==> config.mk <==
export PLATFORM = sky130hd
export DESIGN_NAME = fifo_stream_reader
export DESIGN_NICKNAME = d
export VERILOG_FILES = /design/src/rtl/fifo_pkg.sv /design/src/rtl/reader_skid_buf.sv /design/src/rtl/fifo_stream_reader.sv
export SDC_FILE = /design/constraint.sdc
export NUM_CORES = 1
export LEC_CHECK = 0
export ABC_AREA = 1
export CAP_MARGIN = 20
export CORE_AREA = 2 2 77 79
export CTS_CLUSTER_SIZE = 10
export DETAILED_ROUTE_END_ITERATION = 12
export DIE_AREA = 0 0 79 81
export PLACE_DENSITY_LB_ADDON = 0.15
export SLEW_MARGIN = 20
export SYNTH_ARGS = -nofsm -noshare
export SYNTH_HDL_FRONTEND = slang
export SYNTH_SLANG_ARGS = --single-unit
export TNS_END_PERCENT = 1
==> constraint.sdc <==
create_clock -name rclk -period 1.98 [get_ports rclk]
set_input_delay 0.198 -clock rclk [delete_from_list [all_inputs] [get_ports rclk]]
set_output_delay 0.198 -clock rclk [all_outputs]
set_load 0.01 [all_outputs]
==> src/rtl/fifo_pkg.sv <==
// rtl/fifo_pkg.sv - shared defaults, occupancy encoding and beat-width helper for the FIFO reader
package fifo_pkg;

   localparam int FIFO_DATA_WIDTH = 8;

   typedef enum logic [1:0] {
      S0 = 2'd0,
      S1 = 2'd1,
      S2 = 2'd2
   } occ_state_t;

   // Beat counter needs at least one bit even when a burst is a single word.
   function automatic int beat_width(input int burst_len);
      return (burst_len > 1) ? $clog2(burst_len) : 1;
   endfunction

endpackage

==> src/rtl/reader_skid_buf.sv <==
// rtl/reader_skid_buf.sv - 2-entry skid buffer with registered valid and occupancy FSM
module reader_skid_buf
   import fifo_pkg::*;
#(
   parameter int DATA_WIDTH = FIFO_DATA_WIDTH
) (
   input  logic                  clk,
   input  logic                  rst_n,
   input  logic                  in_valid,
   input  logic [DATA_WIDTH-1:0] in_data,
   output logic                  in_ready,
   output logic                  out_valid,
   output logic [DATA_WIDTH-1:0] out_data,
   input  logic                  out_ready
);

   occ_state_t            r_state;
   logic [DATA_WIDTH-1:0] r_head;
   logic [DATA_WIDTH-1:0] r_tail;
   logic                  r_valid;
   logic                  w_hs;

   assign w_hs      = r_valid & out_ready;
   assign in_ready  = (r_state != S2);
   assign out_valid = r_valid;
   assign out_data  = r_head;

   always_ff @(posedge clk or negedge rst_n) begin
      if (!rst_n) begin
         r_state <= S0;
         r_head  <= '0;
         r_tail  <= '0;
         r_valid <= 1'b0;
      end else begin
         case (r_state)
            S0: begin
               if (in_valid) begin
                  r_head  <= in_data;
                  r_valid <= 1'b1;
                  r_state <= S1;
               end
            end
            S1: begin
               case ({in_valid, w_hs})
                  2'b11: r_head <= in_data;
                  2'b10: begin
                     r_tail  <= in_data;
                     r_state <= S2;
                  end
                  2'b01: begin
                     r_valid <= 1'b0;
                     r_state <= S0;
                  end
                  default: r_state <= S1;
               endcase
            end
            S2: begin
               // in_ready is low here, so only the drain path exists.
               if (w_hs) begin
                  r_head  <= r_tail;
                  r_state <= S1;
               end
            end
            default: begin
               r_valid <= 1'b0;
               r_state <= S0;
            end
         endcase
      end
   end

endmodule

==> src/rtl/fifo_stream_reader.sv <==
// rtl/fifo_stream_reader.sv - FIFO read-side consumer presenting a burst-framed valid/ready stream
module fifo_stream_reader
   import fifo_pkg::*;
#(
   parameter int DATA_WIDTH = FIFO_DATA_WIDTH,
   parameter int BURST_LEN  = 4,
   parameter int CNT_WIDTH  = 16
) (
   input  logic                  rclk,
   input  logic                  r_rst,
   input  logic                  en,
   input  logic                  EMPTY,
   input  logic [DATA_WIDTH-1:0] RD_DATA,
   output logic                  r_inc,
   output logic [DATA_WIDTH-1:0] m_data,
   output logic                  m_valid,
   input  logic                  m_ready,
   output logic                  m_last,
   output logic [CNT_WIDTH-1:0]  word_cnt
);

   localparam int                BEAT_W    = beat_width(BURST_LEN);
   localparam logic [BEAT_W-1:0] LAST_BEAT = BEAT_W'(BURST_LEN - 1);

   logic              w_in_ready;
   logic              w_hs;
   logic [BEAT_W-1:0] r_beat;
   logic [CNT_WIDTH-1:0] r_word_cnt;

   // Gating with r_rst keeps the FIFO pointer still while reset is held.
   assign r_inc    = r_rst & en & ~EMPTY & w_in_ready;
   assign w_hs     = m_valid & m_ready;
   assign m_last   = m_valid & (r_beat == LAST_BEAT);
   assign word_cnt = r_word_cnt;

   reader_skid_buf #(
      .DATA_WIDTH (DATA_WIDTH)
   ) u_skid (
      .clk       (rclk),
      .rst_n     (r_rst),
      .in_valid  (r_inc),
      .in_data   (RD_DATA),
      .in_ready  (w_in_ready),
      .out_valid (m_valid),
      .out_data  (m_data),
      .out_ready (m_ready)
   );

   always_ff @(posedge rclk or negedge r_rst) begin
      if (!r_rst) begin
         r_beat     <= '0;
         r_word_cnt <= '0;
      end else if (w_hs) begin
         r_beat     <= (r_beat == LAST_BEAT) ? '0 : r_beat + 1'b1;
         r_word_cnt <= r_word_cnt + 1'b1;
      end
   end

endmodule

# --- Word-level counts from Yosys, hierarchy flattened ---
# Cells that the tools add are included.
classes:
  n_mux: 12
  addsub: 2
  n_reduce_logical: 6
  n_eq_ne: 12
  n_bitwise: 7
ops:
  columns: ["cell", "count"]
  rows:
  - ["8-bit 2-to-1 mux", 3]
  - ["8-bit one-hot mux with 3 select lines", 1]
  - ["16-bit by 1-bit adder with 16-bit output (second input constant)", 1]
  - ["2-bit one-hot mux with 3 select lines", 2]
  - ["2-bit == test (second input constant)", 4]
  - ["2-bit 2-to-1 mux", 3]
  - ["2-bit by 1-bit inequality test with 1-bit output (second input constant)", 3]
  - ["2-bit inequality test (second input constant)", 3]
  - ["3-bit AND reduction", 2]
  - ["1-bit bitwise AND", 5]
  - ["2-bit by 1-bit == test with 1-bit output (second input constant)", 2]
  - ["4-bit AND reduction", 1]
  - ["1-bit one-hot mux with 3 select lines", 1]
  - ["3-bit nonzero test", 1]
  - ["2-bit by 1-bit adder with 2-bit output (second input constant)", 1]
  - ["2-bit logical NOT", 1]
  - ["1-bit 2-to-1 mux", 2]
  - ["1-bit inverter", 2]
  - ["2-bit AND reduction", 1]
word_totals:
  out_inout_bits: 27
  regBits: 37
  elab_cells: 45
  inputBits: 13

# --- Logic depth before layout (Yosys ltp) ---
depth:
  depth_word: 6
  ltp_mapped: 8
  mapped_depth_nobuf: 8

# --- Cells and area by module ---
# Synthesis repeated with hierarchy kept, for this count alone.
hier_totals:
  hier_cells: 222
  hier_area_um2: 1861.8
modules_own_cells:
  columns: ["mod", "n_inst", "seq_area_each_um2", "cells_per_inst", "area_each_um2"]
  rows:
  - ["fifo_stream_reader", 1, 450.4, 112, 962.2]
  - ["reader_skid_buf", 1, 475.5, 110, 899.6]

# --- Worst setup path before layout ---
# OpenSTA, ideal clock, no wires.
synth_timing:
  path_kind: "flip-flop to flip-flop"
  start: "register u_skid.r_state[1]"
  end: "register u_skid.r_head[0] (netlist: u_skid.out_data[0])"
  slack_ns: 0.381
  path_stages_with_launch: 9
  required_time_ns: 1.915
  setup_ns: 0.065
  synth_period_minus_slack_ns: 1.599
  n_path_buf: 0
  arrival_ns: 1.534
  cell_sequence: "dfrtp_1 -> inv_2 -> nor2_4 -> nor2_1 -> ha_1 -> a21oi_2 -> nor2_4 -> nand2_1 -> nand2_1"
synth_between:
  elab_chain_cells: 5
  word_cells_on_any_way: 12
  classes_between: "7 x eq/ne; 1 x mux; 1 x bitwise; 3 x reduce/logical"
synth_lines:
  columns: ["item", "line_no", "source"]
  rows:
  - ["from (decl)", "reader_skid_buf.sv:17", "occ_state_t r_state;"]
  - ["from (signal assigned)", "reader_skid_buf.sv:30", "r_state <= S0;"]
  - ["from (signal assigned)", "reader_skid_buf.sv:40", "r_state <= S1;"]
  - ["from (signal assigned)", "reader_skid_buf.sv:48", "r_state <= S2;"]
  - ["2-bit inequality test (*)", "reader_skid_buf.sv:24", "assign in_ready = (r_state != S2);"]
  - ["1-bit bitwise AND (*)", "fifo_stream_reader.sv:31", "assign r_inc = r_rst & en & ~EMPTY & w_in_ready;"]
  - ["named net r_inc", "fifo_stream_reader.sv:14", "output logic r_inc,"]
  - ["2-bit == test", "reader_skid_buf.sv:44", "case ({in_valid, w_hs})"]
  - ["2-bit inequality test (no source line)", null, null]
  - ["4-bit AND reduction (no source line) (*)", null, null]
  - ["to (signal assigned)", "reader_skid_buf.sv:38", "r_head <= in_data;"]
  - ["to (signal assigned)", "reader_skid_buf.sv:45", "2'b11: r_head <= in_data;"]
  - ["to (signal assigned)", "reader_skid_buf.sv:60", "r_head <= r_tail;"]
  - ["to (decl)", "reader_skid_buf.sv:18", "logic [DATA_WIDTH-1:0] r_head;"]
# The timed path passes the listed nets; every way through them passes the cells marked *.
# A chain may end at the register's enable or synchronous reset.

# --- Worst setup path after layout ---
layout_timing:
  start: "register u_skid.r_state[1]"
  end: "output port r_inc"
layout_between:
  elab_chain_cells: 2
layout_lines:
  columns: ["item", "line_no"]
  rows:
  - ["2-bit inequality test", "reader_skid_buf.sv:24"]
  - ["1-bit bitwise AND", "fifo_stream_reader.sv:31"]
  - ["to (decl)", "fifo_stream_reader.sv:14"]
# Every way passes these cells.

==> run_results.csv <==
group,metric,value,unit
outcome,run_status,"finished with violations",
outcome,failed_checks,"negative hold slack",
logic_synthesis,ys_ff_latch,37,
route,wl_met3,195,um
place,place_hpwl,2.85,mm
die,start_util,33.3,%
route,top_layer,"met4",
logic_synthesis,synthCells,224,
pwr,switching_share,35.3,%
die,die_y,81,um
clocking,clk_latency,0.28,ns
pwr,power_density,1120,nW/um^2
sta,fmax,553,MHz
logic_synthesis,synth-adder-area-share,3.31,%
logic_synthesis,synthesis.nets,242,
clocking,htreeDepth,2,
clocking,clock_sinks,37,
sta,post-route-period-util,91.4,%
sta,hold_slack,-0.0107,ns
global_route,grt_pass1_vias,1426,
worst_setup_path,r2r-start,"u_skid.r_state[1]$_DFFE_PN0P_",
worst_setup_path,path_class,"reg2out",
pwr,ir_drop,509,uV
worst_setup_path,max_stage_delay,0.56,ns
logic_synthesis,synth_edf_count,0,
logic_synthesis,yosys_most_used_dff,"dfrtp_1",
sta,grt_setup_unrepaired,"false",
final_layout,register_area,926,um^2
logic_synthesis,synth.cell_area,1890,um^2
worst_setup_path,r2r_slack,0.37,ns
worst_setup_path,r2r_cells,9,
clocking,clkTransAtPathRegs,0.07,ns
global_route,antenna_found_initial,0,
logic_synthesis,synth_top_family_by_area,"simple AND/OR/NAND/NOR gates",
logic_synthesis,synthArstFlopShare,100,%
worst_setup_path,critPathArrivalTime,1.61,ns
logic_synthesis,yosys.area.top_type,"dfrtp_1",
route,vias,1524,
place,numPlacedInstances,341,
pwr,pwr-share-seq,43.7,%
worst_setup_path,r2r-end,"u_skid.out_data[5]$_DFFE_PN0P_",
logic_synthesis,seq_area_frac_synth,48.9,%
global_route,overflow,0,
logic_synthesis,synth_compound_area_share,9.52,%
global_route,grt_max_degree,38,
logic_synthesis,synthXorXnorAreaFrac,4.63,%
sta,tns,0,ns
logic_synthesis,yosys_warnings,0,
worst_setup_path,cp_cell_sequence,"inv_2 -> nor2_4 -> nor2_4 -> clkdlybuf4s50_1",
route,drt-met1-wl,1.72,mm
logic_synthesis,synth_most_common_cell,"nand2_1",
logic_synthesis,synth.top_cell.area_share,48.9,%
worst_setup_path,crit_required,1.78,ns
logic_synthesis,synthTopCellsByCount,"nand2_1 (65), dfrtp_1 (37), inv_1 (28)",
final_layout,finalNetCount,291,
route,routedWlPerCell,10.7,um
logic_synthesis,synthTopCellsByArea,"dfrtp_1 (49%), nand2_1 (13%), inv_1 (5.6%)",
pwr,p_comb_share,37.3,%
place,io_buffers,39,
worst_setup_path,crit_slowest_cell,"clkdlybuf4s50_1",
pwr,p_clk_share,19.0,%
final_layout,fill_cells,577,
clocking,cts_setup_buffers,0,
worst_setup_path,cp-end-kind,"output pin",
pwr,p_switching,0.981,mW
place,gp_congestion,0.839,
route,drc,0,
logic_synthesis,avgSynthCellArea,8.45,um^2
sta,worst_slew_margin_rel,67.9,%
sta,period_minus_slack,1.81,ns
die,chipWidth,79,um
sta,finalMaxSlewViolations,0,
route,met2WireLength,1.78,mm
global_route,grt_pass1_wl,6.47,mm
clocking,cts-root-buf,"clkbuf_8",
route,ant_nets,0,
sta,worst_slew_pin_slew,0.481,ns
final_layout,multi_input_comb_area,837,um^2
logic_synthesis,synth_mux_area_share,0,%
pwr,p_int,1.80,mW
sta,hold_viol,29,
final_layout,syn2layout_area_growth,31.3,%
worst_setup_path,critPathLaunch,"u_skid.r_state[1]$_DFFE_PN0P_",
sta,setup_violations,0,
route,dr.first_iter.drc_count,56,
pwr,p_leak,1.19,nW
worst_setup_path,cp_common_cell,"nor2_4",
logic_synthesis,ys_types,27,
die,core,5680,um^2
die,die_area,6400,um^2
worst_hold_path,worstHoldPathType,"in2async",
clocking,cts_max_path_buffers,2,
final_layout,drive_gt1_share,11.4,%
global_route,grt_use_total,12.9,%
logic_synthesis,yosys.area_share.simple,26.4,%
final_layout,layout.cells.non_filler,348,
clocking,cts_tree,"done",
route,drt-vias-per-instance,4.38,
route,wl,3.74,mm
worst_setup_path,worst_setup_path_start_kind,"flop",
die,io_pins,40,
worst_setup_path,critPathMaxFanout,5,
route,first_pass_iters,4,
die,row_count,28,
sta,skew,0.00471,ns
final_layout,diodes,0,
flow_run,maxCapViolations,0,
clocking,cts_inserted_buffers,5,
kinds of logic after synthesis:
family	Yosys count
and+or+nand+nor	106
buffers and inverters	33
DFF	37
xor gates and xnor gates	10
AOI/OAI and AO/OA	33
adders and majority gates	5
worst max-delay path by stage:
stage	to
2_1_floorplan	u_skid.out_data[0]$_DFFE_PN0P_
3_3_place_gp	u_skid.out_data[4]$_DFFE_PN0P_
3_5_place_dp	u_skid.out_data[1]$_DFFE_PN0P_
4_1_cts	r_inc
5_1_grt	r_inc
6_report	r_inc
layer usage:
metal	track usage, %	up-vias
met3	3.44	6
met2	21.5	30
li1	-	799
met4	4.14	0
met1	16.5	689
met5	0	-
cell usage in the layout (no fill, tap or decap):
master           Yosys  layout
o21a_1               1       1
ha_1                 5       5
clkdlybuf4s50_1      0      38
nor2_2               2       2
a22o_1               1       1
nand3_1              8       8
nor2_4               5       6
dfrtp_1             37      37
nand3b_1             1       1
o21bai_1             2       2
nand2_2              3       3
buf_2                0       1
xnor2_1              6       6
clkinv_2             1       1
nand2_4              2       2
o21ai_1              6       6
nand2_1             65      65
clkbuf_1             0       1
nand4_1              3       3
clkbuf_8             0       6
nand3_2              2       2
inv_1               28      28
a21oi_2              1       1
nor2_1              13      12
inv_2                2       2
a21oi_1              4       4
nor3_1               2       2
buf_4                1       5
o21ai_0             18      18
xor2_1               4       4
cell type report:
cell class,count,share of cell area [%]
flip-flops and latches,37,37.3
multi-input cells,154,33.7
repair buffers,44,17.0
inverters,31,4.74
well taps,75,3.78
clock buffers,7,3.48
what timing repair did:
item	in CTS	in global routing
hold buffers	0	0
setup endpoints to repair	1	1
gates resized for setup	1	1
per-stage QoR:
| step | worst slack (ns) | power, mW | hold slack, ns | util (%) | area (um^2) |
|---|---|---|---|---|---|
| global route | 0.0903 | 3.01 | 0.0285 | 43.8 | 2480 |
| finish | 0.170 | 2.78 | -0.0107 | 43.8 | 2480 |
| CTS | 0.0680 | 2.82 | 0.00679 | 43.7 | 2480 |
| global placement | 0.0954 | 2.27 | 0.324 | 42.1 | 2390 |
| detailed placement | 0.0231 | 2.28 | 0.319 | 42.1 | 2390 |
| floorplan | 0.381 | 1.78 | -0.0976 | - | 1890 |
power by group through the flow:
stage | Sequential, mW | Clock (mW) | Combinational (mW)
final | 1.21 | 0.527 | 1.04
after global routing | 1.25 | 0.586 | 1.18
after CTS | 1.22 | 0.550 | 1.05
after detailed placement | 1.23 | 0 | 1.05
after global placement | 1.23 | 0 | 1.04
after floorplan | 1.25 | 0 | 0.529
critical path, delay by kind of cell (launching register included):
family / cells / cell delay, ns
buf+inv: 2 / 0.68
flops: 1 / 0.44
simple gates: 2 / 0.21
registers in the layout (all words and copies together), names as in the netlist:
name              cells
word_cnt             16
u_skid.out_data       8
u_skid.r_tail         8
r_beat                2
u_skid.r_state        2
u_skid.out_valid      1
No activity file was read; power rests on OpenSTA's default activity.
